<file path="src/rtl/ibex_instr_bus_arbiter_pkg.sv">
// ibex_instr_bus_arbiter_pkg: shared types for the instruction-bus arbiter slice
package ibex_instr_bus_arbiter_pkg;
  typedef enum logic {INSTR_OWNER_IF = 1'b0, INSTR_OWNER_AUX = 1'b1} instr_owner_e;
endpackage

</file>
<file path="src/rtl/ibex_instr_owner_fifo.sv">
// ibex_instr_owner_fifo: in-order record of which requester owns each granted transaction
module ibex_instr_owner_fifo
  import ibex_instr_bus_arbiter_pkg::*;
#(
  parameter int Depth = 2
) (
  input  logic                         clk_i,
  input  logic                         rst_ni,
  input  logic                         push,
  input  instr_owner_e                 owner,
  input  logic                         pop,
  output instr_owner_e                 head,
  output logic                         empty,
  output logic                         full,
  output logic [$clog2(Depth+1)-1:0]   count
);
  localparam int CntW = $clog2(Depth + 1);
  localparam int PtrW = Depth > 1 ? $clog2(Depth) : 1;
  logic [Depth-1:0] mem_q;
  logic [PtrW-1:0]  wptr_q, rptr_q;
  logic [CntW-1:0]  cnt_q;
  function automatic logic [PtrW-1:0] nxt(input logic [PtrW-1:0] p);
    return p == PtrW'(Depth - 1) ? '0 : p + 1'b1;
  endfunction
  always_ff @(posedge clk_i or negedge rst_ni) begin
    if (!rst_ni) begin
      mem_q  <= '0;
      wptr_q <= '0;
      rptr_q <= '0;
      cnt_q  <= '0;
    end else begin
      if (push) begin
        mem_q[wptr_q] <= owner;
        wptr_q        <= nxt(wptr_q);
      end
      if (pop) rptr_q <= nxt(rptr_q);
      cnt_q <= cnt_q + CntW'(push) - CntW'(pop);
    end
  end
  assign head  = instr_owner_e'(mem_q[rptr_q]);
  assign empty = cnt_q == '0;
  assign full  = cnt_q == CntW'(Depth);
  assign count = cnt_q;
endmodule

</file>
<file path="src/rtl/ibex_instr_bus_arbiter.sv">
// ibex_instr_bus_arbiter: round-robin share of the instruction memory port between IF and an aux requester
module ibex_instr_bus_arbiter
  import ibex_instr_bus_arbiter_pkg::*;
#(
  parameter int MaxOutstanding = 2
) (
  input  logic        clk_i,
  input  logic        rst_ni,
  input  logic        if_req_i,
  input  logic [31:0] if_addr_i,
  output logic        if_gnt_o,
  output logic        if_rvalid_o,
  output logic [31:0] if_rdata_o,
  output logic        if_err_o,
  input  logic        aux_req_i,
  input  logic [31:0] aux_addr_i,
  output logic        aux_gnt_o,
  output logic        aux_rvalid_o,
  output logic [31:0] aux_rdata_o,
  output logic        aux_err_o,
  output logic        mem_req_o,
  output logic [31:0] mem_addr_o,
  input  logic        mem_gnt_i,
  input  logic        mem_rvalid_i,
  input  logic [31:0] mem_rdata_i,
  input  logic        mem_err_i,
  output logic        busy_o
);
  localparam int CntW = $clog2(MaxOutstanding + 1);
  instr_owner_e    sel, sel_q, last_q, head;
  logic            lock_q, post_reset_q, sel_req, hs, pop, empty, full;
  logic [CntW-1:0] count_q;
  always_comb begin
    sel = lock_q ? sel_q :
          (if_req_i & aux_req_i) ? (last_q == INSTR_OWNER_IF ? INSTR_OWNER_AUX : INSTR_OWNER_IF) :
          aux_req_i ? INSTR_OWNER_AUX : INSTR_OWNER_IF;
  end
  // full is registered, so a same-cycle pop never opens a slot for this cycle's grant
  assign sel_req      = sel == INSTR_OWNER_AUX ? aux_req_i : if_req_i;
  assign mem_req_o    = sel_req & ~full;
  assign mem_addr_o   = sel == INSTR_OWNER_AUX ? aux_addr_i : if_addr_i;
  assign hs           = mem_req_o & mem_gnt_i;
  assign if_gnt_o     = hs & (sel == INSTR_OWNER_IF);
  assign aux_gnt_o    = hs & (sel == INSTR_OWNER_AUX);
  assign pop          = mem_rvalid_i & ~empty;
  assign if_rvalid_o  = pop & (head == INSTR_OWNER_IF);
  assign aux_rvalid_o = pop & (head == INSTR_OWNER_AUX);
  assign if_err_o     = if_rvalid_o & mem_err_i;
  assign aux_err_o    = aux_rvalid_o & mem_err_i;
  assign if_rdata_o   = mem_rdata_i;
  assign aux_rdata_o  = mem_rdata_i;
  assign busy_o       = count_q != '0;
  always_ff @(posedge clk_i or negedge rst_ni) begin
    if (!rst_ni) begin
      lock_q       <= 1'b0;
      sel_q        <= INSTR_OWNER_IF;
      last_q       <= INSTR_OWNER_AUX;
      post_reset_q <= 1'b1;
    end else if (hs) begin
      lock_q       <= 1'b0;
      last_q       <= sel;
      post_reset_q <= 1'b0;
    end else if (mem_req_o) begin
      lock_q <= 1'b1;
      sel_q  <= sel;
    end else if (lock_q & ~sel_req) begin
      lock_q <= 1'b0;
    end
  end
  ibex_instr_owner_fifo #(.Depth(MaxOutstanding)) u_owner_fifo (
    .clk_i  (clk_i),
    .rst_ni (rst_ni),
    .push   (hs),
    .owner  (sel),
    .pop    (pop),
    .head   (head),
    .empty  (empty),
    .full   (full),
    .count  (count_q)
  );
  // late responses that straddle a reset are tolerated until the first new grant
  a_rvalid_owned: assert property (@(posedge clk_i) disable iff (!rst_ni)
    mem_rvalid_i |-> !empty || post_reset_q);
  a_addr_stable: assert property (@(posedge clk_i) disable iff (!rst_ni)
    mem_req_o && !mem_gnt_i |=> !mem_req_o || mem_addr_o == $past(mem_addr_o));
  a_count_max: assert property (@(posedge clk_i) disable iff (!rst_ni)
    count_q <= CntW'(MaxOutstanding));
  a_gnt_onehot: assert property (@(posedge clk_i) disable iff (!rst_ni)
    $onehot0({if_gnt_o, aux_gnt_o}));
  a_rvalid_onehot: assert property (@(posedge clk_i) disable iff (!rst_ni)
    $onehot0({if_rvalid_o, aux_rvalid_o}));
endmodule

</file>
<file path="config.mk">
export PLATFORM = sky130hd
export DESIGN_NAME = ibex_instr_bus_arbiter
export DESIGN_NICKNAME = d
export VERILOG_FILES = /design/src/rtl/ibex_instr_bus_arbiter_pkg.sv /design/src/rtl/ibex_instr_owner_fifo.sv /design/src/rtl/ibex_instr_bus_arbiter.sv
export SDC_FILE = /design/constraint.sdc
export NUM_CORES = 1
export LEC_CHECK = 0
export CAP_MARGIN = 20
export CORE_MARGIN = 5
export CORE_UTILIZATION = 23
export DETAILED_ROUTE_END_ITERATION = 8
export GPL_ROUTABILITY_DRIVEN = 0
export PLACE_DENSITY = 0.9
export SYNTH_ARGS = -nofsm -noshare
export SYNTH_HDL_FRONTEND = slang
export SYNTH_SLANG_ARGS = --single-unit
export TNS_END_PERCENT = 30
</file>
<file path="constraint.sdc">
create_clock -name clk_i -period 2.1 [get_ports clk_i]
set_input_delay 0.42 -clock clk_i [delete_from_list [all_inputs] [get_ports clk_i]]
set_output_delay 0.42 -clock clk_i [all_outputs]
set_load 0.05 [all_outputs]
</file>
==> results.txt <==
207 I/O pins were placed. Compared with the post-synthesis result, the final layout area differs by 88.9%. The total clock sinks came out at 9. The total iterations of the first detailed-routing run came out at 2. The standby leakage power is 1.13 nW.

The routed length per instance came out at 15.9 um. The total of buffers placed on input and output ports is 110. The overall global routing resource usage came out at 10.3%. The maximum vdd drop came out at 0.726 mV. The worst register-to-register path ends at u_owner_fifo.count[1]. In the final routing, the length of wire on met1 measures 1.37 mm. The number of nets in the finished design is 313. The worst path uses 103% of the clock period.

The remaining design rule violation count came out at 0. The final standard cell utilization of the core came out at 44.1%. Entering global routing, the biggest net connects 15 pins. The transition time of the tightest slew-check pin is 502 ps. The depth of the CTS H-tree is 1. The worst endpoint data arrival time is 1750 ps.

The final-report setup violation count came out at 32. The final reports fail on setup timing. STA classifies the critical path startpoint as a flop.

The synthesis-stage register bit count came out at 9. The maximum fanout encountered on the critical timing path is 7. The worst hold path class is in2async.

The die covers 7580 um^2. STA puts the critical path data required time at 1680 ps. Clock tree synthesis inserted a total of 3 buffers. The share of cells above drive strength 1 came out at 47.6%.

The worst setup path is captured at a primary output. The top metal layer carrying routed signals is met4. Measured in cells, the most critical reg-to-reg path has a length of 6.

Setup repair after global routing could not meet its margin everywhere. The final setup TNS came out at -1490 ps. Clock-pin slew was measured on the worst setup and hold paths at 50 ps. The initial core utilization is 23.3%. The global-route wire length before repair came out at 6.04 mm. The minimum setup slack among reg-to-reg paths came out at 480 ps. The share of the yosys chip area belonging to registers came out at 16.6%. The overflow left after global routing came out at 0. The number of instances in the synthesized netlist came out at 151. The count of distinct cell types in the synthesized netlist came out at 26. In the detailed route, the total length drawn on met2 is 2.41 mm. The DRC marker count from the first detailed-route iteration is 15. In this run the mean area of a mapped cell was 9.04 um^2. The headroom to the max-slew limit came out at 66.5%. The worst setup path is of the reg2out kind.

The routed length on met3 came out at 636 um. Row generation in the floorplan step produced 28 rows. The achievable clock frequency came out at 461 MHz.

Using the TritonRoute via totals, the vias-per-cell ratio works out to 4.14. The number of antenna diodes in the final layout is 0. The number of global-route vias before repair was 1,298. The power density of the placed cells came out at 1440 nW/um^2.

The final hold violation count came out at 0. The core outline area is 5850 um^2. The number of max-slew violations in the final report came out at 0. The count of maximum capacitance violations came out at 0.

The initial antenna violation count came to 0. The layout has 528 filler cells. The run finished, with violations left. The buffer levels on the longest clock path is 2. The clock tree root buffer cell is clkbuf_8. TritonCTS built the clock tree.

The maximum clock skew at final layout is 7.15 ps. The area of the mapped netlist is 1370 um^2. The routed wire length is 4.50 mm. The total of warnings raised by yosys is 0. For this design, the CTS-stage hold fixing added 0 buffers. From bottom edge to top edge, the die measures 87.0 um. The startpoint identified for the worst register-to-register timing path is u_owner_fifo.count[1]. The number of nets in the synthesized netlist is 255. The post-detailed-placement half-perimeter wirelength is 3.31 mm. The source-to-sink clock delay at the later pin of the worst-skew pair came out at 240 ps.

The post-route antenna net violation count is 0. The overall power consumption came out at 0.00371 W. In this run the horizontal extent of the chip is 87.0 um.

In the post-route analysis, the smallest setup slack over all paths is -67.9 ps. The shortest period the worst path allows is 2170 ps. The number of vias after detailed routing came out at 1,172.
## sequential cells by signal, indices dropped and copies added (netlist names)
signal and count:
lock_q 1, u_owner_fifo.wptr_q 1, last_q 1, u_owner_fifo.count 2, sel_q 1, u_owner_fifo.mem_q 2, u_owner_fifo.rptr_q 1
## metrics by stage
stage / instances / hold slack, ps / setup WS [ps] / instance area [um^2]
final: 283 / 488 / -67.9 / 2580
after detailed placement: 273 / 489 / -293 / 2100
after floorplan: 151 / 124 / -28.1 / 1370
after CTS: 281 / 498 / -139 / 2370
after global routing: 283 / 506 / -122 / 2580
after global placement: 273 / 482 / -289 / 2100
## layout make-up
cell class	instances	area (um^2)	share of cell area, %
Clock buffer	4	45.0	1.75
Inverter	4	15.0	0.582
Multi-Input combinational cell	70	731	28.3
Sequential cell	9	228	8.83
Tap cell	75	93.8	3.64
Timing Repair Buffer	121	1470	56.9
## cells by family after synthesis
kind of cell    Yosys count  share of synthesized area [%]
compound gates            8                           4.49
xor+xnor                  5                           3.21
fa+ha+maj                 1                          0.916
buf+inv                  72                           38.2
flops                     9                           16.6
mux                      36                           29.8
simple gates             20                           6.78
## worst max-delay path by stage
| stage | startpoint | endpoint | cells after the start |
|---|---|---|---|
| 6_report | last_q | mem_addr_o[15] | 7 |
| 5_1_grt | last_q | mem_addr_o[15] | 7 |
| 4_1_cts | if_req_i | mem_addr_o[9] | 7 |
| 3_5_place_dp | aux_req_i | mem_addr_o[18] | 6 |
| 3_3_place_gp | aux_req_i | mem_addr_o[18] | 6 |
| 2_1_floorplan | sel_q | aux_gnt_o | 4 |
## critical path, cell delays in order (launching register included)
cell	delay (ps)
dfstp_2	540
nand2_2	60
nand2_4	70
o21ai_4	80
buf_6	140
buf_16	140
mux2_4	310
buf_8	150
## cells in the final DEF, fill, tap and decap left out, drive strengths merged
master,count
a2111o,1
a2111oi,1
and2,1
and3,2
buf,49
clkbuf,7
clkdlybuf4s50,68
dfrtp,8
dfstp,1
dlymetal6s2s,1
ha,1
inv,4
mux2,34
mux2i,2
nand2,6
nor2,7
nor2b,1
nor3,1
nor4,1
o21a,1
o21ai,3
o31ai,2
or2,1
xnor2,4
xor2,1
## report_power, final
| group | internal (W) | switching, W | leakage [nW] | total [W] |
|---|---|---|---|---|
| Clock | 0.000133 | 0.0000779 | 0.0228 | 0.000211 |
| Combinational | 0.00156 | 0.00159 | 1.00 | 0.00315 |
| Sequential | 0.000272 | 0.0000771 | 0.106 | 0.000349 |
## per-layer routing
layer  vias to the layer above  track usage [%]
met1                       511             9.20
met3                        14             5.01
met4                         0             3.68
li1                        553                -
met5                         -                0
met2                        94             19.9
## what timing repair did
item                                    in CTS  in global routing
setup buffers                                2                  1
endpoints found under the setup margin      35                 35
pin swaps                                    1                  2
cloned                                       2                  1
gates resized for setup                     43                 54
## cell usage after synthesis
library cell,count,area (um^2)
buf_4,64,480
mux2_2,33,372
dfrtp_1,8,200
nor2_1,7,26.3
nand2_1,6,22.5
inv_1,4,15.0
xnor2_1,4,35.0
buf_2,3,15.0
and3_1,2,12.5
mux2i_1,2,20.0
o21ai_0,2,10.0
o31ai_1,2,15.0
a2111o_1,1,11.3
a2111oi_0,1,8.76
and2_2,1,7.51
buf_6,1,11.3
dfstp_2,1,26.3
ha_1,1,12.5
mux2_4,1,15.0
nor2b_1,1,6.26
nor3_1,1,5.00
nor4_1,1,6.26
o21a_1,1,7.51
o21ai_2,1,8.76
or2_2,1,6.26
xor2_1,1,8.76
Note: power is estimated with default switching activity, not from simulation.
